**src/rtl/timer_pkg.sv**
```systemverilog
// Shared encodings and digit limits for the MM:SS BCD countdown timer.
package timer_pkg;

  typedef logic [1:0] state_t;

  localparam state_t IDLE  = 2'd0;
  localparam state_t RUN   = 2'd1;
  localparam state_t PAUSE = 2'd2;
  localparam state_t DONE  = 2'd3;

  localparam logic [3:0] BCD_MAX      = 4'd9;
  localparam logic [3:0] SEC_TENS_MAX = 4'd5;

  // Clamp an incoming nibble to the legal range of its digit position.
  function automatic logic [3:0] clamp_digit(input logic [3:0] val, input logic [3:0] max);
    return (val > max) ? max : val;
  endfunction

endpackage

```
**src/rtl/bcd_digit_down.sv**
```systemverilog
// One BCD down-counting digit with wrap-to-MAX and a borrow output for chaining.
module bcd_digit_down
  import timer_pkg::*;
#(
  parameter logic [3:0] MAX = BCD_MAX
) (
  input  logic       clk,
  input  logic       reset,
  input  logic       clear_val,
  input  logic       load_en,
  input  logic [3:0] load_val,
  input  logic       dec_en,
  output logic [3:0] digit,
  output logic       borrow_out
);

  // Priority: clear, then load, then decrement.
  always_ff @(posedge clk or posedge reset) begin
    if (reset) begin
      digit <= 4'd0;
    end else if (clear_val) begin
      digit <= 4'd0;
    end else if (load_en) begin
      digit <= clamp_digit(load_val, MAX);
    end else if (dec_en) begin
      digit <= (digit == 4'd0) ? MAX : digit - 4'd1;
    end
  end

  assign borrow_out = dec_en && (digit == 4'd0);

endmodule

```
**src/rtl/bcd_countdown_timer.sv**
```systemverilog
// MM:SS countdown timer: 1 s prescaler, load/start/stop control FSM and a
// borrow-chained BCD decrement driving four seven-segment digit nibbles.
module bcd_countdown_timer
  import timer_pkg::*;
#(
  parameter int TICK_DIV = 50000000
) (
  input  logic        clk,
  input  logic        reset,
  input  logic        clear,
  input  logic        load,
  input  logic [15:0] load_value,
  input  logic        start,
  input  logic        stop,
  output logic [3:0]  dig3,
  output logic [3:0]  dig2,
  output logic [3:0]  dig1,
  output logic [3:0]  dig0,
  output logic        running,
  output logic        done,
  output logic        expired,
  output logic [1:0]  state_dbg
);

  localparam int PW = $clog2(TICK_DIV);
  localparam logic [PW-1:0] PRESC_LAST = PW'(TICK_DIV - 1);

  // Handshake note: start/stop are plain levels sampled every cycle; there is
  // no valid/ready pairing. clear and load are single-cycle commands that
  // override everything else in the cycle they are seen.

  state_t        state;
  state_t        state_next;
  logic [PW-1:0] presc;
  logic          tick;
  logic          zero_hit;
  logic          count_nonzero;
  logic          go;
  logic          halt;
  logic          borrow0;
  logic          borrow1;
  logic          borrow2;
  logic          borrow3_unused;

  assign go            = start && !stop;
  assign halt          = stop && !start;
  assign tick          = (state == RUN) && (presc == PRESC_LAST);
  assign count_nonzero = |{dig3, dig2, dig1, dig0};
  // The decrement lands on 00:00 exactly when the count is 00:01 at a tick.
  assign zero_hit      = tick && ({dig3, dig2, dig1, dig0} == 16'h0001);

  bcd_digit_down #(.MAX(BCD_MAX)) u_s0 (
    .clk(clk), .reset(reset), .clear_val(clear), .load_en(load),
    .load_val(load_value[3:0]), .dec_en(tick),
    .digit(dig0), .borrow_out(borrow0)
  );

  bcd_digit_down #(.MAX(SEC_TENS_MAX)) u_s1 (
    .clk(clk), .reset(reset), .clear_val(clear), .load_en(load),
    .load_val(load_value[7:4]), .dec_en(borrow0),
    .digit(dig1), .borrow_out(borrow1)
  );

  bcd_digit_down #(.MAX(BCD_MAX)) u_m0 (
    .clk(clk), .reset(reset), .clear_val(clear), .load_en(load),
    .load_val(load_value[11:8]), .dec_en(borrow1),
    .digit(dig2), .borrow_out(borrow2)
  );

  bcd_digit_down #(.MAX(BCD_MAX)) u_m1 (
    .clk(clk), .reset(reset), .clear_val(clear), .load_en(load),
    .load_val(load_value[15:12]), .dec_en(borrow2),
    .digit(dig3), .borrow_out(borrow3_unused)
  );

  // Prescaler advances only in RUN, so a pause keeps the partial second.
  always_ff @(posedge clk or posedge reset) begin
    if (reset) begin
      presc <= '0;
    end else if (clear || load) begin
      presc <= '0;
    end else if (state == RUN) begin
      presc <= tick ? '0 : presc + 1'b1;
    end
  end

  always_ff @(posedge clk or posedge reset) begin
    if (reset) begin
      state <= IDLE;
    end else begin
      state <= state_next;
    end
  end

  always_comb begin
    state_next = state;
    if (clear || load) begin
      state_next = IDLE;
    end else begin
      case (state)
        IDLE, PAUSE: if (go && count_nonzero) state_next = RUN;
        RUN: begin
          if (zero_hit)  state_next = DONE;
          else if (halt) state_next = PAUSE;
        end
        default: state_next = state;
      endcase
    end
  end

  always_ff @(posedge clk or posedge reset) begin
    if (reset) begin
      expired <= 1'b0;
    end else begin
      expired <= zero_hit && !clear && !load;
    end
  end

  always_comb begin
    running   = (state == RUN);
    done      = (state == DONE);
    state_dbg = state;
  end

endmodule

```
**config.mk**
```make
export PLATFORM = sky130hd
export DESIGN_NAME = bcd_countdown_timer
export DESIGN_NICKNAME = d
export VERILOG_FILES = /design/src/rtl/timer_pkg.sv /design/src/rtl/bcd_digit_down.sv /design/src/rtl/bcd_countdown_timer.sv
export SDC_FILE = /design/constraint.sdc
export NUM_CORES = 1
export LEC_CHECK = 0
export ABC_AREA = 1
export BUFFER_PORTS_ARGS = -buffer_cell sky130_fd_sc_hd__buf_2
export CORE_MARGIN = 2
export CORE_UTILIZATION = 53
export CTS_CLUSTER_SIZE = 14
export DETAILED_ROUTE_END_ITERATION = 16
export PLACE_DENSITY = 0.82
export SLEW_MARGIN = 20
export SYNTH_ARGS = -nofsm -noshare
export SYNTH_HDL_FRONTEND = slang
export SYNTH_HIERARCHICAL = 1
export SYNTH_SLANG_ARGS = --single-unit
```
**constraint.sdc**
```tcl
create_clock -name clk -period 2.15 [get_ports clk]
set_input_delay 0.3225 -clock clk [delete_from_list [all_inputs] [get_ports clk]]
set_output_delay 0.3225 -clock clk [all_outputs]
set_load 0.05 [all_outputs]
```
* After elaboration in Yosys (flattened, before gate mapping)
Index checks and enable logic that the tools add are counted.
** Word-level totals
- Bits of input ports :: 22
- Output and inout bits :: 21
- Register bits :: 45
- Word-level logic and storage cells :: 80
** Operators by class
- $lt $le $gt $ge :: 4
- Muxes and demuxes :: 28
- Reductions and logical operators :: 29
- Eq/ne operators :: 7
- Add/sub/neg operators :: 5
** Operators by type and width (number)
- 4-bit 2-to-1 mux :: 20
- 26-bit 2-to-1 mux :: 3
- 26-bit by 1-bit adder with 26-bit output, second input constant :: 1
- 26-bit equality test, second input constant :: 1
- 16-bit by 1-bit equality test with 1-bit output, second input constant :: 1
- 4-bit zero test :: 4
- 16-bit OR reduction :: 1
- 4-bit by 1-bit subtractor with 4-bit output, second input constant :: 4
- 3-bit nonzero test :: 5
- 4-bit greater-than comparator, second input constant :: 3
- 1-bit logical AND :: 10
- 2-bit 2-to-1 mux :: 4
- 2-bit equality test, second input constant :: 2
- 4-bit by 3-bit greater-than comparator with 1-bit output, second input constant :: 1
- 1-bit zero test :: 4
- 4-bit by 1-bit inequality test with 1-bit output, second input constant :: 1
- 2-bit one-hot mux with 2 select lines :: 1
- 3-bit inequality test, second input constant :: 1
- 3-bit AND reduction :: 1
- 2-bit by 1-bit equality test with 1-bit output, second input constant :: 1
- 2-bit zero test :: 1
- 2-bit nonzero test :: 1
- 2-bit OR reduction :: 1
- 1-bit logical OR :: 1

* Depth between registers and ports, before layout
- Word-level depth :: 8
- Depth in mapped cells :: 16
- Gate-level depth less buffers :: 16

* Modules after synthesis
The synthesis kept the hierarchy.
** Modules (own cells, without submodules)
- bcd_countdown_timer :: seq. area each 725.7 µm², area each 2083.2 µm², cells an instance 305, instances 1
- bcd_digit_down at u_m0 ... :: seq. area each 100.1 µm², area each 330.3 µm², cells an instance 54, instances 3
- bcd_digit_down at u_s1 :: seq. area each 100.1 µm², area each 316.6 µm², cells an instance 47, instances 1

* Worst setup path after synthesis
OpenSTA, ideal clock, no wires.
- Kind :: flip-flop to flip-flop
- Start :: reg state[0] (netlist: state_dbg[0])
- End :: reg u_m1.digit[0]
- Cell stages (with the launch flop) :: 15
- Library setup time :: 66 ps
- Arrival time :: 2145 ps
- Setup slack :: -62 ps
- Path buffers :: 0
- Cells stage by stage :: dfrtp_1 nand2_2 nor3_1 nand4_1 inv_1 inv_1 nor2_1 nand3_1 inv_1 inv_1 nor2_1 o21bai_2 a21oi_1 nand2_1 nand2_1
** On the way
- Longest elaborated chain between the ends :: 6
** Ends and longest elaborated chain
- start: declaration :: line bcd_countdown_timer.sv:32 : state_t state;
- start signal: assignment :: line bcd_countdown_timer.sv:91 : state <= state_next;
- 2-bit by 1-bit equality test with 1-bit output :: line bcd_countdown_timer.sv:47 : assign tick = (state == RUN) && (presc == PRESC_LAST);
- 1-bit logical AND :: line bcd_countdown_timer.sv:47
- net tick :: line bcd_countdown_timer.sv:35 : logic tick;
- 1-bit logical AND :: line bcd_digit_down.sv:30 : assign borrow_out = dec_en && (digit == 4'd0);
- net borrow0 :: line bcd_countdown_timer.sv:40 : logic borrow0;
- 1-bit logical AND :: line bcd_digit_down.sv:30
- net borrow1 :: line bcd_countdown_timer.sv:41 : logic borrow1;
- 1-bit logical AND :: line bcd_digit_down.sv:30
- net borrow2 :: line bcd_countdown_timer.sv:42 : logic borrow2;
- 3-bit nonzero test (no source line)
- end signal: assignment :: line bcd_digit_down.sv:24 : digit <= clamp_digit(load_val, MAX);
- end signal: assignment :: line bcd_digit_down.sv:26 : digit <= (digit == 4'd0) ? MAX : digit - 4'd1;
- end: declaration :: line bcd_digit_down.sv:13 : output logic [3:0] digit,
The timed path passes the listed nets, and every way through them passes these cells.
A chain may end at the register's enable or synchronous reset.

* Worst setup path in the final report
- Start :: reg presc[0]
- End :: reg u_m1.digit[3]
** On the way
- Longest elaborated chain between the ends :: 6
** Ends and longest elaborated chain
- start: declaration :: line bcd_countdown_timer.sv:34 : logic [PW-1:0] presc;
- start signal: assignment :: line bcd_countdown_timer.sv:83 : presc <= tick ? '0 : presc + 1'b1;
- 26-bit equality test :: line bcd_countdown_timer.sv:47
- 1-bit logical AND :: line bcd_countdown_timer.sv:47
- net tick :: line bcd_countdown_timer.sv:35
- 1-bit logical AND :: line bcd_digit_down.sv:30
- net borrow0 :: line bcd_countdown_timer.sv:40
- 1-bit logical AND :: line bcd_digit_down.sv:30
- net borrow1 :: line bcd_countdown_timer.sv:41
- 1-bit logical AND :: line bcd_digit_down.sv:30
- net borrow2 :: line bcd_countdown_timer.sv:42
- 3-bit nonzero test (no source line)
The timed path passes the listed nets, and every way through them passes these cells.

==> metrics <==
Place WS=-0.09887 ns; Setup Crit Path Kind=reg -> reg; Iteration-0 DRC Markers=254; initial antenna violation count=0; clk root buf=clkbuf_8; Worst Path Required=around 2.4 ns; Max Freq=around 0.47 GHz; GPL Wtd Cong=around 0.94; FP Rows=29; Post-Syn Area per Cell=roughly 6.6 sq um; port buffer count=42; largest net degree at the start of global routing=24; Largest stage delay, worst path=0.39 ns; Die Area=just over 0.007 sq mm; Total Power=0.002008 W; PwrDens=486.6 mW/mm^2; Pins Over Slew Limit=0; measured slew at the worst slew-check pin=around 0.62 ns; Initial DRT Pass Iterations=4; H-tree depth=2; clk buf depth=2; fraction of layout cells with a size suffix above 1=between 20% and 30%; vias in the first global route=roughly 3,500; Period Utilization, post-route=around 99%; Hold WC Path Type=in -> reg; final worst setup slack=0.02051 ns; Max Cap Violations=0; crit-path most repeated cell=inv_2; critical path launch point=presc[0]; Finished Layout Cells=675; final setup fails=0; IO Pins=43; CP Capture Type=flop; worst r2r src=presc[0]; Final nets=around 630; worst path cell trace=ha_2 > nand3_2 > nor4_2 > nand4_1 > inv_1 > inv_2 > nor2_4 > nand3_2 > inv_2 > inv_2 > nor2_4 > o21bai_4 > a21oi_1 > nand2_1 > nand2_1; diode count=0; number of remaining DRC errors=0; Initial Util=between 50% and 60%; CTS tree=yes; routed vias=~3,600; cell area after synthesis=between 0.003 and 0.004 sq mm; gr ovfl total=0; CP max stage cell=dfrtp_1; Leak=~2.1 nW; Max Clock Skew=between 0.009 and 0.01 ns; cell total after placement=about 650; Hold Crit Start=load_value[4]; slew margin rel.=about 60%; clock-pin slew on the worst setup and hold paths=0.09 ns; final hold vios=0; Clock Sinks=45; synth warn=6; syn nets=~540; die width=approximately 84 microns; Routed Antenna Nets=0; VDD IR max=roughly 0.3 mV; post-layout util=between 60% and 70%; DP HPWL=a little under 7 mm; outcome=completed; CP bufs+invs=4; CP top delay family=simple AND/OR/NAND/NOR gates; Core Area=roughly 0.0063 sq mm; cells after synthesis=roughly 510; first-pass GRT wire length=15.37 mm; synth-to-layout area growth=21.97%; GRT Resource Usage Total=a little over a quarter; die height=83.90 microns; Clock Latency Late Sink=between 0.3 and 0.4 ns; TritonCTS buffer count=5; smallest hold slack=between 0.3 and 0.4 ns; RSZ-0062 raised after global routing=yes; number of vias per cell=5.281; WL final=around 9.1 mm; CP Launch Type=flop; minimum clock period=approximately 2.1 ns; crit path DAT=roughly 2.4 ns; per-cell routed wire length=between 10 and 15 microns; CP max FO=4
==> report_power, final <==
part           switching, W  internal, W
registers         0.0000409     0.000873
logic              0.000349     0.000141
clock network      0.000307     0.000297
total              0.000697      0.00131
==> worst paths after layout <==
path / endpoint / slack, ns / cells past startpoint
setup / recovery: u_m1/digit[3] / 0.02 / 15
hold / removal: u_s1/digit[0] / 0.32 / 5
setup reg to reg: u_m1/digit[3] / 0.02 / 15
hold reg to reg: state_dbg[1] / 0.53 / 2
max in group asynchronous: presc[19] / 0.88 / 4
min in group asynchronous: u_m0/digit[1] / 0.50 / 3
==> final cells by class <==
type | count | area [sq um]
tap | 77 | 96.34
inverter | 92 | 345.3
sequential | 45 | 1127
multi-input combinational | 371 | 1939
fill | 563 | 2151
clock inverter | 1 | 8.758
timing repair buffer | 82 | 513.0
clock buffer | 7 | 96.34
==> timing repair <==
action / CTS / global route
buffers inserted: 8 / 6
hold buffers: 1 / 0
pin swaps: 2 / 10
endpoints found under the hold margin: 16 / 0
gates resized for setup: 4 / 15
endpoints found under the setup margin: 4 / 9
cloned: 0 / 0
==> routing by layer <==
layer	wire length [microns]	GRT usage, %	share of wire [%]
met1	3822	31.49	42
met4	221	9.824	2.4
met3	453	4.253	5.0
met2	4570	48.22	50
met5	0	0	0
==> state kept, by name, summed over array words and instances, names as in the netlist <==
register	count
expired	1
presc	26
state_dbg	2
u_m0/digit	4
u_m1/digit	4
u_s0/digit	4
u_s1/digit	4
==> cell usage in the layout (no fill, tap or decap), drive strengths merged, types with 3 or more instances in the layout <==
cell type  instances
a21oi             20
buf               81
clkbuf             7
dfrtp             45
ha                 8
inv               93
nand2            158
nand3             42
nand4             10
nor2              66
nor3              12
o21ai             31
o21bai             3
o22ai              8
xor2               9
==> through the flow <==
stage	cell area [sq um]	setup TNS, ns
final	4126	0
after global routing	4126	-0.2973
after CTS	4046	0
after detailed placement	3857	-0.2611
after global placement	3857	0
after floorplan	3385	0
==> worst reg2reg max path, cell delays in order, from the launching register on <==
cell and delay, ns:
dfrtp_1 0.39, ha_2 0.22, nand3_2 0.09, nor4_2 0.15, nand4_1 0.20, inv_1 0.15
inv_2 0.05, nor2_4 0.10, nand3_2 0.09, inv_2 0.08, inv_2 0.04, nor2_4 0.13
o21bai_4 0.10, a21oi_1 0.14, nand2_1 0.08, nand2_1 0.06
No activity file was read; power rests on OpenSTA's default activity.
